===== src/rtl/mantissa_aligner.sv =====
// Right-shift aligner: mantissa >> shift with guard/round/sticky, at most STEP bits per cycle.
// Latency: ceil(shift/STEP) SHIFT cycles, then DONE (zero SHIFT cycles for shift 0 or >= MANT_W+2).
// Backpressure: result held in DONE until out_ready; ALIGNER_SKID_EN allows reload on the completing edge.
module mantissa_aligner #(
    parameter int MANT_W  = 24,
    parameter int SHIFT_W = 8,
    parameter int STEP    = 4
) (
    input  logic               clk_i,
    input  logic               rst_i,
    input  logic               in_valid,
    output logic               in_ready,
    input  logic [MANT_W-1:0]  in_mant,
    input  logic [SHIFT_W-1:0] in_shift,
    output logic               out_valid,
    input  logic               out_ready,
    output logic [MANT_W-1:0]  out_mant,
    output logic               out_guard,
    output logic               out_round,
    output logic               out_sticky,
    output logic               busy
);
    localparam int WW = MANT_W + 2;

    localparam logic [1:0] IDLE  = 2'd0;
    localparam logic [1:0] SHIFT = 2'd1;
    localparam logic [1:0] DONE  = 2'd2;

    logic [1:0]         state;
    logic [WW-1:0]      w;
    logic               s;
    logic [SHIFT_W-1:0] r;

    logic [SHIFT_W-1:0] d;
    logic [WW-1:0]      lost;

    logic [1:0]         ld_state;
    logic [WW-1:0]      ld_w;
    logic               ld_s;
    logic [SHIFT_W-1:0] ld_r;

    // d never exceeds r, so the remaining count cannot underflow
    assign d    = (r < SHIFT_W'(STEP)) ? r : SHIFT_W'(STEP);
    assign lost = w & ~({WW{1'b1}} << d);

    always_comb begin
        ld_state = SHIFT;
        ld_w     = {in_mant, 2'b00};
        ld_s     = 1'b0;
        ld_r     = in_shift;
        if (in_shift == '0) begin
            ld_state = DONE;
        end else if (int'(in_shift) >= WW) begin
            ld_state = DONE;
            ld_w     = '0;
            ld_s     = |in_mant;
            ld_r     = '0;
        end
    end

    always_ff @(posedge clk_i) begin
        if (rst_i) begin
            state <= IDLE;
            w     <= '0;
            s     <= 1'b0;
            r     <= '0;
        end else begin
            case (state)
                IDLE: begin
                    if (in_valid) begin
                        state <= ld_state;
                        w     <= ld_w;
                        s     <= ld_s;
                        r     <= ld_r;
                    end
                end
                SHIFT: begin
                    w <= w >> d;
                    s <= s | (|lost);
                    r <= r - d;
                    if (r == d)
                        state <= DONE;
                end
                DONE: begin
                    if (out_ready) begin
`ifdef ALIGNER_SKID_EN
                        if (in_valid) begin
                            state <= ld_state;
                            w     <= ld_w;
                            s     <= ld_s;
                            r     <= ld_r;
                        end else begin
                            state <= IDLE;
                        end
`else
                        state <= IDLE;
`endif
                    end
                end
                default: state <= IDLE;
            endcase
        end
    end

`ifdef ALIGNER_SKID_EN
    assign in_ready = (state == IDLE) || ((state == DONE) && out_ready);
`else
    assign in_ready = (state == IDLE);
`endif

    assign out_valid  = (state == DONE);
    assign busy       = (state != IDLE);
    assign out_mant   = w[WW-1:2];
    assign out_guard  = w[1];
    assign out_round  = w[0];
    assign out_sticky = s;

endmodule


===== config.mk =====
export PLATFORM = sky130hd
export DESIGN_NAME = mantissa_aligner
export DESIGN_NICKNAME = d
export VERILOG_FILES = /design/src/rtl/mantissa_aligner.sv
export SDC_FILE = /design/constraint.sdc
export NUM_CORES = 1
export LEC_CHECK = 0
export CORE_AREA = 4 4 88 90
export CTS_CLUSTER_DIAMETER = 50
export DETAILED_ROUTE_END_ITERATION = 7
export DIE_AREA = 0 0 92 94
export HOLD_SLACK_MARGIN = 0.15
export PLACE_DENSITY = 0.66
export SLEW_MARGIN = 20
export SYNTH_ARGS = -nofsm -noshare
export SYNTH_HDL_FRONTEND = slang
export SYNTH_SLANG_ARGS = --single-unit
export TNS_END_PERCENT = 10

===== constraint.sdc =====
create_clock -name clk_i -period 3.1 [get_ports clk_i]
set_input_delay 0.62 -clock clk_i [delete_from_list [all_inputs] [get_ports clk_i]]
set_output_delay 0.62 -clock clk_i [all_outputs]
set_load 0.005 [all_outputs]

Yosys cells after proc, flatten, opt, wreduce, memory -nomap -nowiden
Cells that the tools add are included.
Widths: inputs -> output; s select.
- input bits: 36
- word-level logic and storage cells: 45
- register bits: 37
- output and inout port bits: 30
- muxes and demuxes: 19
- magnitude comparators: 2
- bitwise gates (word level): 3
- reductions and logical operators: 8
- shift operators: 2
- equal/unequal tests: 6
- add/sub/neg operators: 1
- operator list (cell ; number):
    $mux 26 ; 3
    $pmux 26 s2 ; 1
    $mux 8 ; 4
    $and 26x26->26 ; 1
    $not 26->26 ; 1
    $reduce_or 26->1 ; 1
    $shl 26x8->26 const A ; 1
    $shr 26x8->26 ; 1
    $reduce_or 24->1 ; 1
    $pmux 8 s2 ; 1
    $mux 2 ; 5
    $eq 8x8->1 ; 1
    $ge 8x5->1 const B ; 1
    $logic_not 8->1 ; 1
    $lt 8x3->1 const B ; 1
    $sub 8x8->8 ; 1
    $pmux 2 s3 ; 1
    $ne 2x2->1 const B ; 2
    $reduce_bool 2->1 ; 2
    $mux 1 ; 3
    $reduce_and 3->1 ; 1
    $eq 2x1->1 const B ; 1
    $eq 2x2->1 const B ; 1
    $logic_not 2->1 ; 1
    4 further kinds ; 4

Depth between registers and ports, before layout
Gate-level depths: netlist of run 1.
- word-level depth: 8
- depth in mapped cells: 9
- depth with buffers taken out: 8

Worst setup path after synthesis of run 1
Ideal clock, no wire load.
- path kind: reg2reg
- from: reg r[5]
- to: reg r[6]
- stages on the path, launching flop included: 10
- slack: 0.962 ns
- path buffers: 1
- setup time: 0.122 ns
- arrival time: 2.016 ns
- period minus slack after synthesis: 2.138 ns
- required time: 2.978 ns
- cell sequence: dfxtp_1 -> nor3_2 -> buf_2 -> nand2_1 -> nand2_1 -> ha_1 -> o21a_1 -> a2111oi_1 -> nor2_1 -> a221o_1
- cells in the longest elaborated chain, start to end: 4
- RTL lines (what ; line ; source):
    from (decl) ; 32 ; logic [SHIFT_W-1:0] r;
    from (signal assigned) ; 74 ; r <= ld_r;
    from (signal assigned) ; 80 ; r <= r - d;
    $lt 8x3->1 ; 43 ; assign d = (r < SHIFT_W'(STEP)) ? r : SHIFT_W'(STEP);
    $mux 8 ; 43 ;
    $sub 8x8->8 (*) ; 80 ;
    $pmux 8 s2 (*) ; 68 ; case (state)
Mark *: on every way between the ends. The rest lies on a longest branch, timed or not.
A chain may end at the register's enable or synchronous reset.

Worst setup path in the final report of run 1
- from: reg r[2]
- to: reg r[4]
The elaborated chain is that of the path after synthesis.

==> flow_summary.ini, run 1 <==
[global_route]
grt_usage = 0.200
grt_antenna_before_repair = 0
grt_max_degree = 29
grt_pass1_vias = 2671
grt-ovfl-total = 0
grt_pass1_wl_um = 13800

[place]
placed_area_mm2 = 0.00346
port-buffer-count = 65
dpl.hpwl_um = 6100
gp_congestion = 0.962
place_ws_ns = 0.561

[power]
p_comb_frac = 0.239
switching_share = 0.284
peakVddDrop_uv = 173
pwr-share-clk = 0.345
power_frac_seq = 0.417
p_total_mw = 1.28
p_leak_nw = 1.18
intPower_mw = 0.914
p_per_area_mw_per_mm2 = 357
switching_power_mw = 0.362

[logic_synthesis]
synthFlopType = dfxtp_1
ys_async_sr_fraction = 0
avgSynthCellArea_um2 = 9.21
synthXorXnorAreaFrac = 0
synth_cell_types = 63
syn-cell-area_mm2 = 0.00276
synthCells = 299
synth.area.mux_share = 0.222
synthesis.nets = 336
synth-simple-area-share = 0.178
ys_seq_area_frac = 0.269
yosysWarnings = 0
synth_compound_area_frac = 0.261
synth_top_family_by_area = compound AO/OA/AOI/OAI gates
synth_fa_ha_area_frac = 0.00454
yosys_register_bits = 37
synth-edff-count = 0

[timing]
tns_ns = 0
timing.final.ws_setup_ns = 0.645
min_period_over_period = 0.792
min_period_ns = 2.46
worstMarginPinSlew_ns = 0.866
relSlewSlack = 0.423
fin_skew_ns = 0.00802
drv_slew = 0
fmax_ghz = 0.407
finalSetupViolCount = 0
finalHoldViolCount = 0
rsz0062_at_grt = no

[cts]
clk_pin_slew_worst_paths_ns = 0.08
cts_htree_levels = 2
cts_made_buffers = 5
cts-resized-gates = 0
cts.sinks = 37
cts_root_buffer = clkbuf_8
cts_tree = built
clock_path_buffers = 2
ctsHoldBuffers = 0
post_cts_buffers = 0
clk_latency_ns = 0.29

[worst_hold_path]
hold_class = reg2reg

[detailed_routing]
postRouteAntennaNets = 0
dr.pass1.iters = 5
via_per_inst = 6.22
drt_iter0_markers = 264
route.detailed.drc = 0
routedWlPerCell_um = 19.4
routed_wl_um = 8820
num_vias = 2825

[setup_path]
slowest_stage = nor3_2
crit_path_start = r[2]
cp-end-kind = register
path_cells = nor3_2 > nand2_1 > nand2_1 > ha_1 > o21a_1 > a2111oi_0 > a21o_1 > o21a_1
r2r_end = r[4]
start_kind = register
critPathKind = reg2reg
critical_path_required_ns = 3.28
critical-path-max-stage-delay_ns = 0.65
critPathMaxFanout = 9
rr_worst_depth = 8
endpoint = r[4]
cp.arrival_ns = 2.63
rr_startpoint = r[2]
r2r_slack_ns = 0.64

[floorplanning]
dieArea_mm2 = 0.00865
rows = 31
start_util = 0.390
die_h_um = 94
die_width_um = 92
core_area_mm2 = 0.00706
pin_count = 66

[cells_and_area]
insertedDiodeCount = 0
drive_above_1_share = 0.141
nNetsFinal = 391
final_util = 0.506
syn_to_final_growth_pct = 29.7
final_area_mm2 = 0.00357

[outcome]
outcome = finished, final reports clean

[run]
cap_violations = 0
-- layer usage --
metal | vias up | track usage | share of wire
met5 | - | 0 | 0
met4 | 0 | 0.0545 | 0.022
met3 | 18 | 0.0321 | 0.068
met2 | 136 | 0.332 | 0.48
met1 | 1369 | 0.270 | 0.43
li1 | 1302 | - | -
-- per-stage QoR --
| step | std cells | hold WS, ns |
|---|---|---|
| finish | 454 | 0.512 |
| global route | 454 | 0.528 |
| CTS | 454 | 0.516 |
| detailed placement | 446 | 0.504 |
| global placement | 446 | 0.501 |
| floorplan | 299 | 0.479 |
-- layout by cell type, fill, tap and decap left out, types with 2 or more instances in the layout --
| master | count |
|---|---|
| a21oi_1 | 13 |
| o22ai_1 | 12 |
| a221oi_1 | 4 |
| mux2i_1 | 24 |
| nand3_1 | 3 |
| o21a_1 | 3 |
| nand2b_1 | 3 |
| a211oi_1 | 2 |
| a22oi_1 | 16 |
| o21ai_0 | 20 |
| a2111oi_0 | 2 |
| and3_1 | 2 |
| a211o_1 | 2 |
| clkdlybuf4s50_1 | 65 |
| a31oi_1 | 11 |
| or4_1 | 2 |
| nor2_1 | 9 |
| buf_4 | 11 |
| inv_1 | 5 |
| or3_1 | 2 |
| nor4_1 | 7 |
| nand4_1 | 4 |
| or2_2 | 4 |
| nor3_2 | 3 |
| nand2_1 | 21 |
| nor3_1 | 4 |
| clkbuf_8 | 6 |
| a311o_1 | 2 |
| nor3_4 | 2 |
| o211ai_1 | 3 |
| dfxtp_1 | 36 |
| nor2b_1 | 4 |
| o31ai_1 | 2 |
| and2_1 | 2 |
| mux4_2 | 16 |
-- cell families (layout without fill, tap and decap cells) --
group	after synthesis	after routing
adders and majority gates	1	1
muxes	41	41
AOI/OAI and AO/OA	106	106
DFF	37	37
and+or+nand+nor	80	80
other	1	1
buffers and inverters	33	89
-- worst min path at each step --
stage | startpoint | to | slack, ns | cells after the start
final | r[7] | r[7] | 0.51 | 1
after global routing | r[7] | r[7] | 0.53 | 1
after global placement | r[7] | r[7] | 0.50 | 1
after CTS | r[7] | r[7] | 0.52 | 1
after floorplan | r[7] | r[7] | 0.48 | 1
after detailed placement | r[7] | r[7] | 0.50 | 1
-- power by group through the flow --
stage               sequential (mW)  clock [mW]  combinational, mW
floorplan                     0.527           0              0.186
CTS                           0.531       0.443              0.301
global placement              0.541           0              0.300
finish                        0.532       0.439              0.304
global route                  0.535       0.465              0.326
detailed placement            0.542           0              0.300
-- layout make-up --
type | count | area (um^2)
multi-input combinational | 229 | 1840
sequential | 37 | 742
clock buffer | 7 | 86.3
tap | 99 | 124
timing repair buffer | 76 | 733
fill | 658 | 3490
inverter | 5 | 18.8
clock inverter | 1 | 30.0
-- registers in the layout (all words and copies together) (netlist names) --
name	cells
state	2
out_sticky	1
r	8
w	26
-- Yosys cell counts (3+ instances only) --
master | n | area [um^2]
nand3_1 | 3 | 15.0
or2_2 | 4 | 25.0
dfxtp_1 | 37 | 741
mux4_2 | 16 | 360
nor2_1 | 9 | 33.8
o211ai_1 | 3 | 22.5
inv_1 | 5 | 18.8
mux2i_1 | 24 | 240
nor2b_1 | 4 | 25.0
nand2_1 | 21 | 78.8
a31oi_1 | 11 | 68.8
nand4_1 | 4 | 25.0
a22oi_1 | 16 | 120
a21oi_1 | 13 | 65.1
nor4_1 | 7 | 43.8
nand2b_1 | 3 | 18.8
o21ai_0 | 20 | 100
o21a_1 | 3 | 22.5
buf_4 | 3 | 22.5
clkbuf_1 | 10 | 37.5
a221oi_1 | 4 | 35.0
nor3_2 | 3 | 30.0
nor3_1 | 4 | 20.0
buf_2 | 11 | 55.1
o22ai_1 | 12 | 75.1
-- critical path: cells and delay by family, from the launching register on --
kind	cells	cell delay, ns
and+or+nand+nor	3	1.06
AOI/OAI and AO/OA	4	0.60
adders and majority gates	1	0.29
DFF	1	0.41
No activity file was read; power rests on OpenSTA's default activity.
==> run 2, diff against run 1 <==
==> constraint.sdc (replaced) <==
create_clock -name clk_i -period 2.3 [get_ports clk_i]
set_input_delay 0.46 -clock clk_i [delete_from_list [all_inputs] [get_ports clk_i]]
set_output_delay 0.46 -clock clk_i [all_outputs]
set_load 0.005 [all_outputs]
==> run 2 against run 1 <==
Net effect: design area rose by 2.9%; clock skew hardly changed; sequential cell count did not move; core utilization grew 1.5 points; worst hold slack improved by 0.0083 ns; largest cell class unchanged; power rose by 34%.
==> flow_summary.ini, run 2 (same netlist as run 1, synthesis figures left out) <==
[outcome]
outcome = finished, final reports clean

[global_route]
grt_pass1_wl_um = 14200
grt_antenna_before_repair = 0
gr-max-usage-layer = met2
grt-ovfl-total = 0
grt_usage = 0.204
grt_pass1_vias = 2747
met3_usage = 0.0280
grt_max_degree = 29
use_met1 = 0.276
grt_use_met2 = 0.341

[cts]
cts-resized-gates = 0
clk_pin_slew_worst_paths_ns = 0.07
post_cts_buffers = 0
clock_path_buffers = 2
cts_htree_levels = 2
clk_latency_ns = 0.29
cts_tree = built
cts_made_buffers = 5
cts.sinks = 37
ctsHoldBuffers = 0
cts_root_buffer = clkbuf_8

[run]
cap_violations = 0

[cells_and_area]
drive_above_1_share = 0.163
largest_register_ffs = 26
final_cell_mix = 65 x clkdlybuf4s50_1, 36 x dfxtp_1, 24 x mux2i_1
fillers = 686
final_common_cell = clkdlybuf4s50_1
final_cells = 462
syn_to_final_growth_pct = 33.5
nNetsFinal = 400
top_regs = w: 26 flops, r: 8 flops, state: 2 flops
insertedDiodeCount = 0
largest-register = w
final_util = 0.521

[power]
p_comb_frac = 0.264
switching_share = 0.286
power_frac_seq = 0.415
p_leak_nw = 1.24
peakVddDrop_uv = 201
intPower_mw = 1.22
switching_power_mw = 0.488
pwr-share-clk = 0.320
p_per_area_mw_per_mm2 = 464

[timing]
drv_slew = 0
rsz0062_at_grt = no
fmax_ghz = 0.465
timing.final.ws_setup_ns = 0.148
hold_ws_ns = 0.520
relSlewSlack = 0.621
min_period_ns = 2.15
min_period_over_period = 0.936
fin_skew_ns = 0.00772
finalSetupViolCount = 0
finalHoldViolCount = 0
worstMarginPinSlew_ns = 0.568
tns_ns = 0

[place]
dpl.hpwl_um = 6410
gp_congestion = 0.861
dp.cells = 455
port-buffer-count = 65
place_ws_ns = 0.109

[setup_path]
cp-end-kind = register
r2r_slack_ns = 0.15
critPathKind = reg2reg
critPathMaxFanout = 7
critical_path_required_ns = 2.47
start_kind = register
cp.arrival_ns = 2.33

[detailed_routing]
routedWlPerCell_um = 19.2
drt_iter0_markers = 272
via_per_inst = 6.15
routed_wl_um = 8860
postRouteAntennaNets = 0
num_vias = 2842
route.detailed.drc = 0
dr.pass1.iters = 5

[floorplanning]
die_width_um = 92
die_h_um = 94
pin_count = 66
rows = 31
dieArea_mm2 = 0.00865
start_util = 0.390
core_area_mm2 = 0.00706

[worst_hold_path]
hold_class = reg2reg
run 2: cell types whose count changed in the layout (fill, tap and decap cells not counted):
cell      previous run  this run
buf_12               0         4
buf_4               11        16
clkinv_2             0         1
clkbuf_8             6         5
clkbuf_1             1         0
run 2: cell type report:
class,instances,area (um^2),share of cell area
tap,99,124,0.0337
sequential,37,742,0.202
multi-input combinational,229,1840,0.500
inverter,5,18.8,0.00510
clock inverter,2,35.0,0.00952
clock buffer,5,68.8,0.0187
timing repair buffer,85,851,0.231
run 2: power groups by stage:
| stage | Clock, mW | Sequential (mW) | Combinational [mW] |
|---|---|---|---|
| CTS | 0.556 | 0.708 | 0.448 |
| finish | 0.547 | 0.709 | 0.451 |
| floorplan | 0 | 0.710 | 0.251 |
| global placement | 0 | 0.722 | 0.443 |
| global route | 0.574 | 0.714 | 0.484 |
| detailed placement | 0 | 0.722 | 0.446 |
run 2: critical path, cell delays in order, from the launching register on:
cell and delay (ns):
dfxtp_1 0.47, nor3_2 0.10, nand2_1 0.10, nand2_1 0.06, ha_1 0.21, o21a_1 0.19, a2111oi_1 0.54, nor2_1 0.10
a221o_1 0.28
run 2: through the flow:
stage / power (mW) / instance area (um^2)
4_1_cts: 1.71 / 3680
6_report: 1.71 / 3680
2_1_floorplan: 0.961 / 2760
3_3_place_gp: 1.16 / 3570
5_1_grt: 1.77 / 3680
3_5_place_dp: 1.17 / 3570
run 2: layer usage:
layer	routed length [um]	vias to the layer above
met1	3830	1367
met5	0	-
li1	-	1318
met4	131	0
met2	4300	145
met3	602	12
run 2: worst paths after layout:
kind	from	end	cells after the start
setup / recovery	r[5]	r[6]	8
hold / removal	r[7]	r[7]	1
setup reg to reg	r[5]	r[6]	8
hold reg to reg	r[7]	r[7]	1
